[src/rtl/intc_arbiter.sv]
// Interrupt controller: synchronizes and latches sources, masks, picks the highest index,
// and hands one ID at a time to the control path. Define INTC_NEST_EN for one-level preemption.
module intc_arbiter #(
  parameter int NUM_SRC     = 6,
  parameter int ACK_TIMEOUT = 16
) (
  input  logic               clk,
  input  logic               rst,
  input  logic [NUM_SRC-1:0] irq_in,
  input  logic               we,
  input  logic [1:0]         addr,
  input  logic [31:0]        wd,
  output logic [31:0]        rd,
  output logic               irq_req,
  output logic [2:0]         irq_id,
  input  logic               irq_ack,
  input  logic               eoi
);

  typedef enum logic [1:0] {IDLE = 2'd0, REQ = 2'd1, SERVICE = 2'd2} state_t;
  localparam int CW = $clog2(ACK_TIMEOUT + 1);

  state_t             state;
  logic [NUM_SRC-1:0] sync1, sync2, prev, pend, mask, edge_sel;
  logic [NUM_SRC-1:0] rise, eligible, pend_clr, ack_clr;
  logic [7:0]         elig8;
  logic [CW-1:0]      cnt;
  logic               timeout_flag, win_valid, ack_take;
  logic [2:0]         win_id;
  logic               unused_wd;

`ifdef INTC_NEST_EN
  logic               nested;
  logic [2:0]         saved_id;
`else
  logic               nested;
  logic [2:0]         saved_id;
  assign nested   = 1'b0;
  assign saved_id = 3'd0;
`endif

  assign unused_wd = ^wd[31:6];
  assign rise      = sync2 & ~prev;
  assign eligible  = pend & mask;
  assign ack_take  = (state == REQ) && irq_ack;
  assign ack_clr   = ack_take ? (NUM_SRC'(1) << irq_id) : '0;
  assign pend_clr  = ((we && addr == 2'd1) ? wd[NUM_SRC-1:0] : '0) | ack_clr;

  // Highest set index of the eligible vector wins.
  always_comb begin
    elig8              = '0;
    elig8[NUM_SRC-1:0] = eligible;
    win_id             = '0;
    win_valid          = 1'b0;
    for (int i = 0; i < NUM_SRC; i++) begin
      if (eligible[i]) begin
        win_id    = 3'(i);
        win_valid = 1'b1;
      end
    end
  end

  // Edge sources: a new rising edge beats a same-cycle clear.
  always_ff @(posedge clk) begin
    if (!rst) begin
      sync1 <= '0;
      sync2 <= '0;
      prev  <= '0;
      pend  <= '0;
    end else begin
      sync1 <= irq_in;
      sync2 <= sync1;
      prev  <= sync2;
      for (int i = 0; i < NUM_SRC; i++)
        pend[i] <= edge_sel[i] ? (rise[i] | (pend[i] & ~pend_clr[i])) : sync2[i];
    end
  end

  always_ff @(posedge clk) begin
    if (!rst) begin
      mask     <= '0;
      edge_sel <= '0;
    end else if (we) begin
      if (addr == 2'd0) mask <= wd[NUM_SRC-1:0];
      if (addr == 2'd3) edge_sel <= wd[NUM_SRC-1:0];
    end
  end

  always_ff @(posedge clk) begin
    if (!rst) begin
      state        <= IDLE;
      irq_req      <= 1'b0;
      irq_id       <= 3'd0;
      cnt          <= '0;
      timeout_flag <= 1'b0;
`ifdef INTC_NEST_EN
      nested       <= 1'b0;
      saved_id     <= 3'd0;
`endif
    end else begin
      if (we && addr == 2'd2 && wd[5]) timeout_flag <= 1'b0;
      case (state)
        IDLE: begin
          if (win_valid) begin
            state   <= REQ;
            irq_req <= 1'b1;
            irq_id  <= win_id;
            cnt     <= '0;
          end
        end
        REQ: begin
          if (irq_ack) begin
            state   <= SERVICE;
            irq_req <= 1'b0;
          end else if (!elig8[irq_id]) begin
            state   <= IDLE;
            irq_req <= 1'b0;
          end else if (cnt == CW'(ACK_TIMEOUT - 1)) begin
            state        <= IDLE;
            irq_req      <= 1'b0;
            timeout_flag <= 1'b1;
          end else begin
            cnt <= cnt + CW'(1);
          end
        end
        SERVICE: begin
`ifdef INTC_NEST_EN
          // A nested handler's eret resumes the preempted one instead of idling.
          if (eoi && nested) begin
            irq_id <= saved_id;
            nested <= 1'b0;
          end else if (eoi) begin
            state <= IDLE;
          end else if (!nested && win_valid && (win_id > irq_id)) begin
            saved_id <= irq_id;
            nested   <= 1'b1;
            irq_id   <= win_id;
            state    <= REQ;
            irq_req  <= 1'b1;
            cnt      <= '0;
          end
`else
          if (eoi) state <= IDLE;
`endif
        end
        default: begin
          state   <= IDLE;
          irq_req <= 1'b0;
        end
      endcase
    end
  end

  always_comb begin
    rd = '0;
    case (addr)
      2'd0:    rd[NUM_SRC-1:0] = mask;
      2'd1:    rd[NUM_SRC-1:0] = pend;
      2'd2:    rd[9:0]         = {saved_id, nested, timeout_flag, state, irq_id};
      default: rd[NUM_SRC-1:0] = edge_sel;
    endcase
  end

endmodule

[config.mk]
export PLATFORM = sky130hd
export DESIGN_NAME = intc_arbiter
export DESIGN_NICKNAME = d
export VERILOG_FILES = /design/src/rtl/intc_arbiter.sv
export SDC_FILE = /design/constraint.sdc
export NUM_CORES = 1
export LEC_CHECK = 0
export ABC_AREA = 1
export CELL_PAD_IN_SITES_DETAIL_PLACEMENT = 1
export CELL_PAD_IN_SITES_GLOBAL_PLACEMENT = 1
export CORE_ASPECT_RATIO = 0.6
export CORE_UTILIZATION = 43
export CTS_CLUSTER_SIZE = 14
export DETAILED_ROUTE_END_ITERATION = 12
export DONT_BUFFER_PORTS = 1
export GPL_TIMING_DRIVEN = 0
export PLACE_DENSITY_LB_ADDON = 0.15
export SLEW_MARGIN = 20
export SYNTH_ARGS = -nofsm -noshare
export SYNTH_HDL_FRONTEND = slang
export SYNTH_SLANG_ARGS = --single-unit
[constraint.sdc]
create_clock -name clk -period 1.58 [get_ports clk]
set_input_delay 0.474 -clock clk [delete_from_list [all_inputs] [get_ports clk]]
set_output_delay 0.474 -clock clk [all_outputs]
set_load 0.01 [all_outputs]
* Yosys cells after proc, flatten, opt, wreduce, memory -nomap -nowiden
Index checks and enable logic that the tools add are counted.
** Word-level totals
- Register bits :: 48
- Output and inout bits :: 36
- Word-level logic and storage cells :: 105
** Cells by class
- $add $sub $neg :: 1
- Magnitude comparators :: 1
- Bitwise operators :: 23
- Shift operators :: 1
- Mux-type cells :: 43
- Reduce and logical (&&, ||, !) cells :: 13
- Equality and inequality tests :: 12
** Operators with widths (count)
- 1-bit 2-to-1 mux :: 23
- 5-bit 2-to-1 mux :: 4
- 6-bit one-hot mux with 3 select lines :: 1
- 6-bit AND :: 2
- 3-bit 2-to-1 mux :: 4
- 6-bit 2-to-1 mux :: 2
- 2-bit 2-to-1 mux :: 5
- 5-bit one-hot mux with 2 select lines :: 1
- 2-bit inequality test (second input constant) :: 4
- 1-bit inverter :: 7
- 1-bit AND :: 6
- 2-bit == test (second input constant) :: 3
- 6-bit inverter :: 1
- 1-bit bitwise OR :: 6
- 6-bit bitwise OR :: 1
- 2-bit one-hot mux with 3 select lines :: 1
- 2-bit AND reduction :: 3
- 3-bit AND reduction :: 2
- 1-bit by 3-bit left shift with 6-bit output (first input constant) :: 1
- 5-bit by 1-bit adder with 5-bit output (second input constant) :: 1
- 5-bit by 4-bit == test with 1-bit output (second input constant) :: 1
- 5-bit AND reduction :: 1
- 2-bit by 1-bit == test with 1-bit output (second input constant) :: 2
- 1-bit logical AND :: 4
- 7 further kinds :: 8

* Longest topological paths before layout
Gate-level depths: netlist (run 1).
- Word-level depth :: 9
- Gate-level depth with buffers :: 11
- Mapped depth without buffers :: 10

* Worst setup path before layout (run 1)
No wires, ideal clock.
- Path kind :: input-to-output
- From :: in addr[1]
- To :: out rd[1]
- Stages :: 5
- Data arrival time :: 1.093 ns
- Required time :: 1.106 ns
- Path buffers :: 0
- Setup slack :: 0.013 ns
- Cells stage by stage :: inv_1 -> nand2_1 -> inv_1 -> a221oi_1 -> o21ai_0
** On the way
- Word-level cells in the longest chain between the ends :: 2
- Elaborated cells on any way between the ends :: 4
** RTL lines
- start: declaration :: line 11 : input logic [1:0] addr,
- 2-bit == test (tied with other cells) :: line 156 : case (addr)
- 6-bit one-hot mux with 3 select lines * :: line 156
- end: declaration :: line 13 : output logic [31:0] rd,
Mark *: on every way between the ends. The rest lies on a longest branch, timed or not.

* Final worst setup path (run 1)
- From :: in addr[1]
- To :: out rd[3]
The elaborated chain is that of the path after synthesis.

==> run_results.csv, run 1 <==
group,metric,value,unit
routing,wl_per_cell,14.8,µm
timing,report.final.slew_viol_count,0,
job,drv_cap,0,
critical_path,r2r-end,"cnt[2]",
synth,synthXorXnorAreaFrac,0,%
grt,grt_max_degree,15,
synth,synth_mux_area_share,0,%
synth,synth_simple_gate_area_share,24.5,%
synth,yosys.cell_count.top_type,"nand2_1",
final_layout,fin_cells,429,
timing,finalHoldViolCount,0,
routing,routed_wirelength,6340,µm
timing,tightest_slew,0.531,ns
routing,drc,0,
placement,placed_area,2490,µm²
routing,drt_iter0_drc,116,
clock_tree,clockBufferDepth,2,
clock_tree,postCtsHoldBufs,0,
critical_path,end_kind,"output pin",
timing,max_freq,0.633,GHz
timing,fin_ws,0.000740,ns
critical_path,reg2reg_from,"irq_id[0]",
clock_tree,cts-root-buf,"clkbuf_8",
critical_path,required,1.11,ns
final_layout,areaGrowthSynthToFinish,21.3,%
floorplanning,num_rows,20,
synth,synth-edff-count,0,
hold_path,min-delay-start,"irq_in[4]",
synth,yosys.area.top_type_share,41.6,%
synth,ys_warn_count,0,
hold_path,whs_endpoint,"sync1[4]",
final_layout,fin_util,54.9,%
placement,io_buffers,0,
hold_path,hold_path_class,"input pin to flop",
routing,antenna_left,0,
synth,syn_inst,323,
timing,fin_tns_setup,0,ns
synth,yosysTopAreaCell,"dfxtp_1",
floorplanning,start_util,45.3,%
final_layout,nNetsFinal,409,
power,power_density,828,nW/µm²
clock_tree,insertion_delay,0.30,ns
floorplanning,pin_count,81,
synth,synth_seq_cells,48,
floorplanning,die_h,58.8,µm
critical_path,cp_common_cell,"nor2_4",
run_status,status,"completed",
hold_path,whs_path_depth,2,
critical_path,rr_worst_depth,10,
critical_path,rrSetupSlack,0.03,ns
placement,placed_cells,414,
clock_tree,cts_sinks,48,
critical_path,cp_slowest_cell,"nor2_4",
critical_path,path_class,"input pin to output pin",
timing,finalSetupViolCount,0,
critical_path,startpoint_type,"input pin",
grt,globalRouteOverflowTotal,0,
synth,synth-seq-area-share,41.6,%
routing,vias,2144,
synth,synthDistinctLibCells,31,
synth,synthAdderAreaFrac,1.08,%
power,p_leak,1.33,nW
floorplanning,die-area,5680,µm²
routing,routed_via_density,5.00,
placement,hpwlAfterDp,4650,µm
synth,syn_avg_cell_area,7.16,µm²
synth,synth_ff_type,"dfxtp_1",
synth,synth.top_cells.by_count,"nand2_1 (80), dfxtp_1 (48), inv_1 (44), nor2_1 (32), buf_4 (27)",
placement,preCtsSetupSlack,-0.313,ns
grt,grtUsageTotal,22.9,%
floorplanning,core,5100,µm²
grt,grt_pass1_vias,2030,
timing,fin_crit,1.58,ns
clock_tree,path_clk_slew,0.08,ns
final_layout,n_antenna_cell,0,
final_layout,finalInstanceArea,2800,µm²
clock_tree,cts_tree,"done",
critical_path,crit_arrival,1.11,ns
critical_path,crit_chain,"clkinvlp_4, nor2_4, inv_2, nor2_4, a221oi_4, o21ai_2",
critical_path,critPathMaxFanout,4,
clock_tree,htree_num_levels,2,
timing,min_period_over_period,100,%
power,power,2.32,mW
routing,drtPass1Iterations,4,
final_layout,layout-drive-gt1-share,24.0,%
timing,whs,0.268,ns
synth,synth_top_family_by_area,"simple AND/OR/NAND/NOR gates",
floorplanning,die_w,96.7,µm
critical_path,crit_path_max_incr_delay,0.17,ns
timing,relSlewSlack,64.6,%
synth,synth-compound-area-share,14.7,%
power,peakVddDrop,0.000372,V
clock_tree,numCtsBuffers,5,
timing,finalClockSkew,0.00686,ns
synth,async_flop_share,0,%
synth,syn_area,2310,µm²
timing,rsz0062_at_grt,"true",
grt,antenna_found_initial,0,
placement,routabilityCongestion,0.828,
synth,synthTopCellsByArea,"dfxtp_1 (42%), nand2_1 (13%), buf_4 (8.8%)",
grt,grt_pass1_wl,10100,µm
-- critical path, delay by kind of cell --
| kind | cells | cell delay, ns |
|---|---|---|
| AOI/OAI and AO/OA | 2 | 0.15 |
| buffers and inverters | 2 | 0.18 |
| and+or+nand+nor | 2 | 0.29 |
-- layer usage --
metal	part of all wire (%)	up-vias	wire length, µm	GRT usage [%]
met5	0	-	0	0
met4	0.36	0	23	4.05
met3	8.8	5	556	6.18
met2	41	83	2580	34.4
met1	50	998	3180	33.3
li1	-	1058	-	-
-- cells by family (layout without fill, tap and decap cells) --
group	count (synthesis)	after routing
other cells	1	26
flops	48	48
fa+ha+maj	2	2
compound gates	58	58
buf+inv	79	94
simple gates	135	135
-- cells in the final DEF, fill, tap and decap left out, types with 3 or more instances in the layout --
| cell | synthesis | layout |
|---|---|---|
| a21oi_1 | 22 | 19 |
| a21oi_2 | 0 | 3 |
| buf_4 | 27 | 32 |
| buf_6 | 1 | 3 |
| clkbuf_1 | 3 | 3 |
| clkbuf_8 | 1 | 7 |
| conb_1 | 1 | 26 |
| dfxtp_1 | 48 | 41 |
| dfxtp_2 | 0 | 5 |
| inv_1 | 44 | 38 |
| inv_2 | 1 | 3 |
| inv_4 | 0 | 3 |
| nand2_1 | 80 | 77 |
| nand2_2 | 2 | 3 |
| nand3_1 | 7 | 7 |
| nand4_1 | 5 | 5 |
| nor2_1 | 32 | 25 |
| nor2_2 | 0 | 3 |
| nor2_4 | 0 | 4 |
| nor3_1 | 4 | 4 |
| o2111ai_2 | 0 | 3 |
| o21ai_0 | 21 | 18 |
| o21ai_2 | 0 | 3 |
-- power breakdown --
part / switching (mW) / leakage, nW / internal, mW / total (mW)
clock: 0.401 / 0.0510 / 0.350 / 0.750
combinational: 0.171 / 0.880 / 0.110 / 0.282
sequential: 0.0356 / 0.396 / 1.26 / 1.29
total: 0.608 / 1.33 / 1.72 / 2.32
-- flip-flops by register name, summed over array words and instances (netlist names) --
name / flops
irq_id: 3
sync1: 6
prev: 6
timeout_flag: 1
pend: 6
sync2: 6
edge_sel: 6
irq_req: 1
state: 2
mask: 6
cnt: 5
-- layout make-up --
class,count,area [µm²]
Inverter,46,184
Timing Repair Buffer,7,56.3
Sequential cell,48,975
Tap cell,66,82.6
Clock buffer,6,82.6
Buffer,33,246
Fill cell,672,2300
Multi-Input combinational cell,221,1170
Clock inverter,2,10.0
-- timing repair --
| item | in CTS | in global routing |
|---|---|---|
| gates resized for setup | 31 | 24 |
| gates cloned | 1 | 0 |
| buffers inserted | 2 | 4 |
| pin swaps | 1 | 3 |
| setup endpoints to repair | 12 | 16 |
-- how the worst max path moves through the flow --
stage	from	endpoint	slack (ns)
floorplan	addr[1]	rd[1]	0.01
global placement	addr[1]	rd[3]	-0.29
detailed placement	addr[1]	rd[3]	-0.31
CTS	addr[1]	rd[3]	-0.003
global route	irq_id[0]	cnt[4]	-0.07
finish	addr[1]	rd[3]	0.0007
Note: power is estimated with default switching activity, not from simulation.
==> inputs of run 2 (changes only) <==
--- a/config.mk
+++ b/config.mk
@@ -8,11 +8,12 @@
 export ABC_AREA = 1
 export CELL_PAD_IN_SITES_DETAIL_PLACEMENT = 1
 export CELL_PAD_IN_SITES_GLOBAL_PLACEMENT = 1
-export CORE_ASPECT_RATIO = 0.6
+export CORE_ASPECT_RATIO = 0.75
 export CORE_UTILIZATION = 43
 export CTS_CLUSTER_SIZE = 14
 export DETAILED_ROUTE_END_ITERATION = 12
 export DONT_BUFFER_PORTS = 1
+export GPL_ROUTABILITY_DRIVEN = 0
 export GPL_TIMING_DRIVEN = 0
 export PLACE_DENSITY_LB_ADDON = 0.15
 export SLEW_MARGIN = 20
==> run_results.csv, run 2 (synthesized netlist as in run 1, its figures left out) <==
group,metric,value,unit
run_status,status,"completed",
timing,max_freq,0.634,GHz
power,p_clk_share,32.8,%
floorplanning,die-area,5680,µm²
grt,grt_pass1_wl,10300,µm
timing,finalClockSkew,0.00439,ns
timing,fin_tns_setup,0,ns
clock_tree,path_clk_slew,0.09,ns
routing,drtPass1Iterations,5,
floorplanning,die_h,65.5,µm
final_layout,areaGrowthSynthToFinish,21.0,%
clock_tree,cts_sinks,48,
critical_path,crit_chain,"inv_4, nor2_4, a221oi_2, o21ai_2",
floorplanning,start_util,45.9,%
job,drv_cap,0,
final_layout,layout_commonest_cell,"nand2_1",
clock_tree,cts_tree,"done",
timing,min_period_over_period,99.8,%
routing,drt_iter0_drc,100,
power,power_density,834,nW/µm²
timing,finalHoldViolCount,0,
power,p_comb_share,11.9,%
clock_tree,cts-root-buf,"clkbuf_8",
grt,grt_pass1_vias,2166,
critical_path,crit_arrival,1.10,ns
clock_tree,insertion_delay,0.30,ns
routing,vias,2190,
critical_path,r2r-end,"cnt[4]",
clock_tree,clockBufferDepth,2,
critical_path,critPathCapture,"rd[3]",
power,peakVddDrop,0.000385,V
final_layout,layout-drive-gt1-share,24.7,%
critical_path,crit_path_start,"state[0]",
clock_tree,postCtsHoldBufs,0,
timing,rsz0062_at_grt,"true",
floorplanning,pin_count,81,
power,netSwitchingPower,614,µW
placement,hpwlAfterDp,4750,µm
placement,io_buffers,0,
grt,grt_max_degree,15,
critical_path,reg2reg_from,"irq_id[1]",
critical_path,required,1.11,ns
critical_path,crit_path_max_incr_delay,0.37,ns
routing,routed_via_density,5.02,
final_layout,layout_common_cells,"nand2_1 (77), inv_1 (37), dfxtp_1 (37)",
grt,globalRouteOverflowTotal,0,
final_layout,finalInstanceArea,2800,µm²
floorplanning,core,5040,µm²
critical_path,end_kind,"output pin",
routing,antenna_left,0,
power,swShare,26.3,%
clock_tree,htree_num_levels,2,
timing,tightest_slew,0.534,ns
floorplanning,num_rows,22,
routing,wl_per_cell,15.1,µm
routing,drc,0,
grt,antenna_found_initial,0,
power,p_leak,1.32,nW
critical_path,cp_slowest_cell,"dfxtp_4",
hold_path,hold_path_class,"input pin to flop",
timing,relSlewSlack,64.4,%
timing,whs,0.267,ns
critical_path,path_class,"flop to output pin",
grt,grtUsageTotal,24.0,%
timing,fin_crit,1.58,ns
routing,routed_wirelength,6600,µm
power,power_frac_seq,55.3,%
placement,placed_area,2500,µm²
critical_path,rr_worst_depth,8,
final_layout,nNetsFinal,410,
timing,report.final.slew_viol_count,0,
critical_path,startpoint_type,"flop",
critical_path,critPathMaxFanout,3,
floorplanning,die_w,86.7,µm
timing,finalSetupViolCount,0,
critical_path,rrSetupSlack,0.03,ns
power,p_int,1.72,mW
clock_tree,numCtsBuffers,5,
final_layout,n_antenna_cell,0,
==> run 2: worst max-delay path: cells and delay by family, from the launching register on <==
kind,cells,cell delay (ns)
simple gates,1,0.03
compound gates,2,0.34
buf+inv,1,0.06
flops,1,0.37
==> run 2: stage by stage <==
step | cells | util (%) | worst slack [ns] | power, mW
floorplan | 348 | - | 0.0130 | 1.51
global placement | 420 | 49.6 | -0.260 | 1.55
detailed placement | 420 | 49.6 | -0.297 | 1.56
CTS | 432 | 53.3 | -0.00718 | 2.32
global route | 436 | 55.5 | -0.0518 | 2.43
finish | 436 | 55.5 | 0.00317 | 2.33
==> run 2: cell type report <==
class | count | area (µm²)
Buffer | 33 | 250
Clock buffer | 7 | 86.3
Clock inverter | 1 | 7.51
Fill cell | 658 | 2240
Inverter | 46 | 178
Multi-Input combinational cell | 221 | 1140
Sequential cell | 48 | 982
Tap cell | 72 | 90.1
Timing Repair Buffer | 8 | 67.6
==> run 2: worst min-delay path by stage <==
stage,startpoint,end,depth (start not counted)
2_1_floorplan,sync1[0],sync2[0],2
3_3_place_gp,sync1[5],sync2[5],2
3_5_place_dp,sync1[4],sync2[4],2
4_1_cts,irq_in[1],sync1[1],2
5_1_grt,irq_in[0],sync1[0],2
6_report,irq_in[1],sync1[1],2
==> run 2: what timing repair did <==
action                     in CTS  in global routing
cloned                          1                  0
pin swaps                       3                  4
gates resized for setup        30                 27
buffers inserted                3                  4
setup endpoints to repair      12                 14
==> run 2: power by group through the flow <==
stage / Combinational, mW / Clock [mW] / Sequential (mW)
finish: 0.277 / 0.766 / 1.29
global route: 0.309 / 0.826 / 1.30
CTS: 0.257 / 0.778 / 1.29
detailed placement: 0.244 / 0 / 1.32
global placement: 0.236 / 0 / 1.32
floorplan: 0.201 / 0 / 1.31
==> run 2: routing by layer <==
metal	wire (µm)	share of wire [%]	GRT usage, %	vias to the layer above
met2	2990	45	38.4	71
met4	89	1.3	6.88	0
li1	-	-	-	1059
met1	3150	48	32.3	1049
met5	0	0	0	-
met3	372	5.6	5.53	11
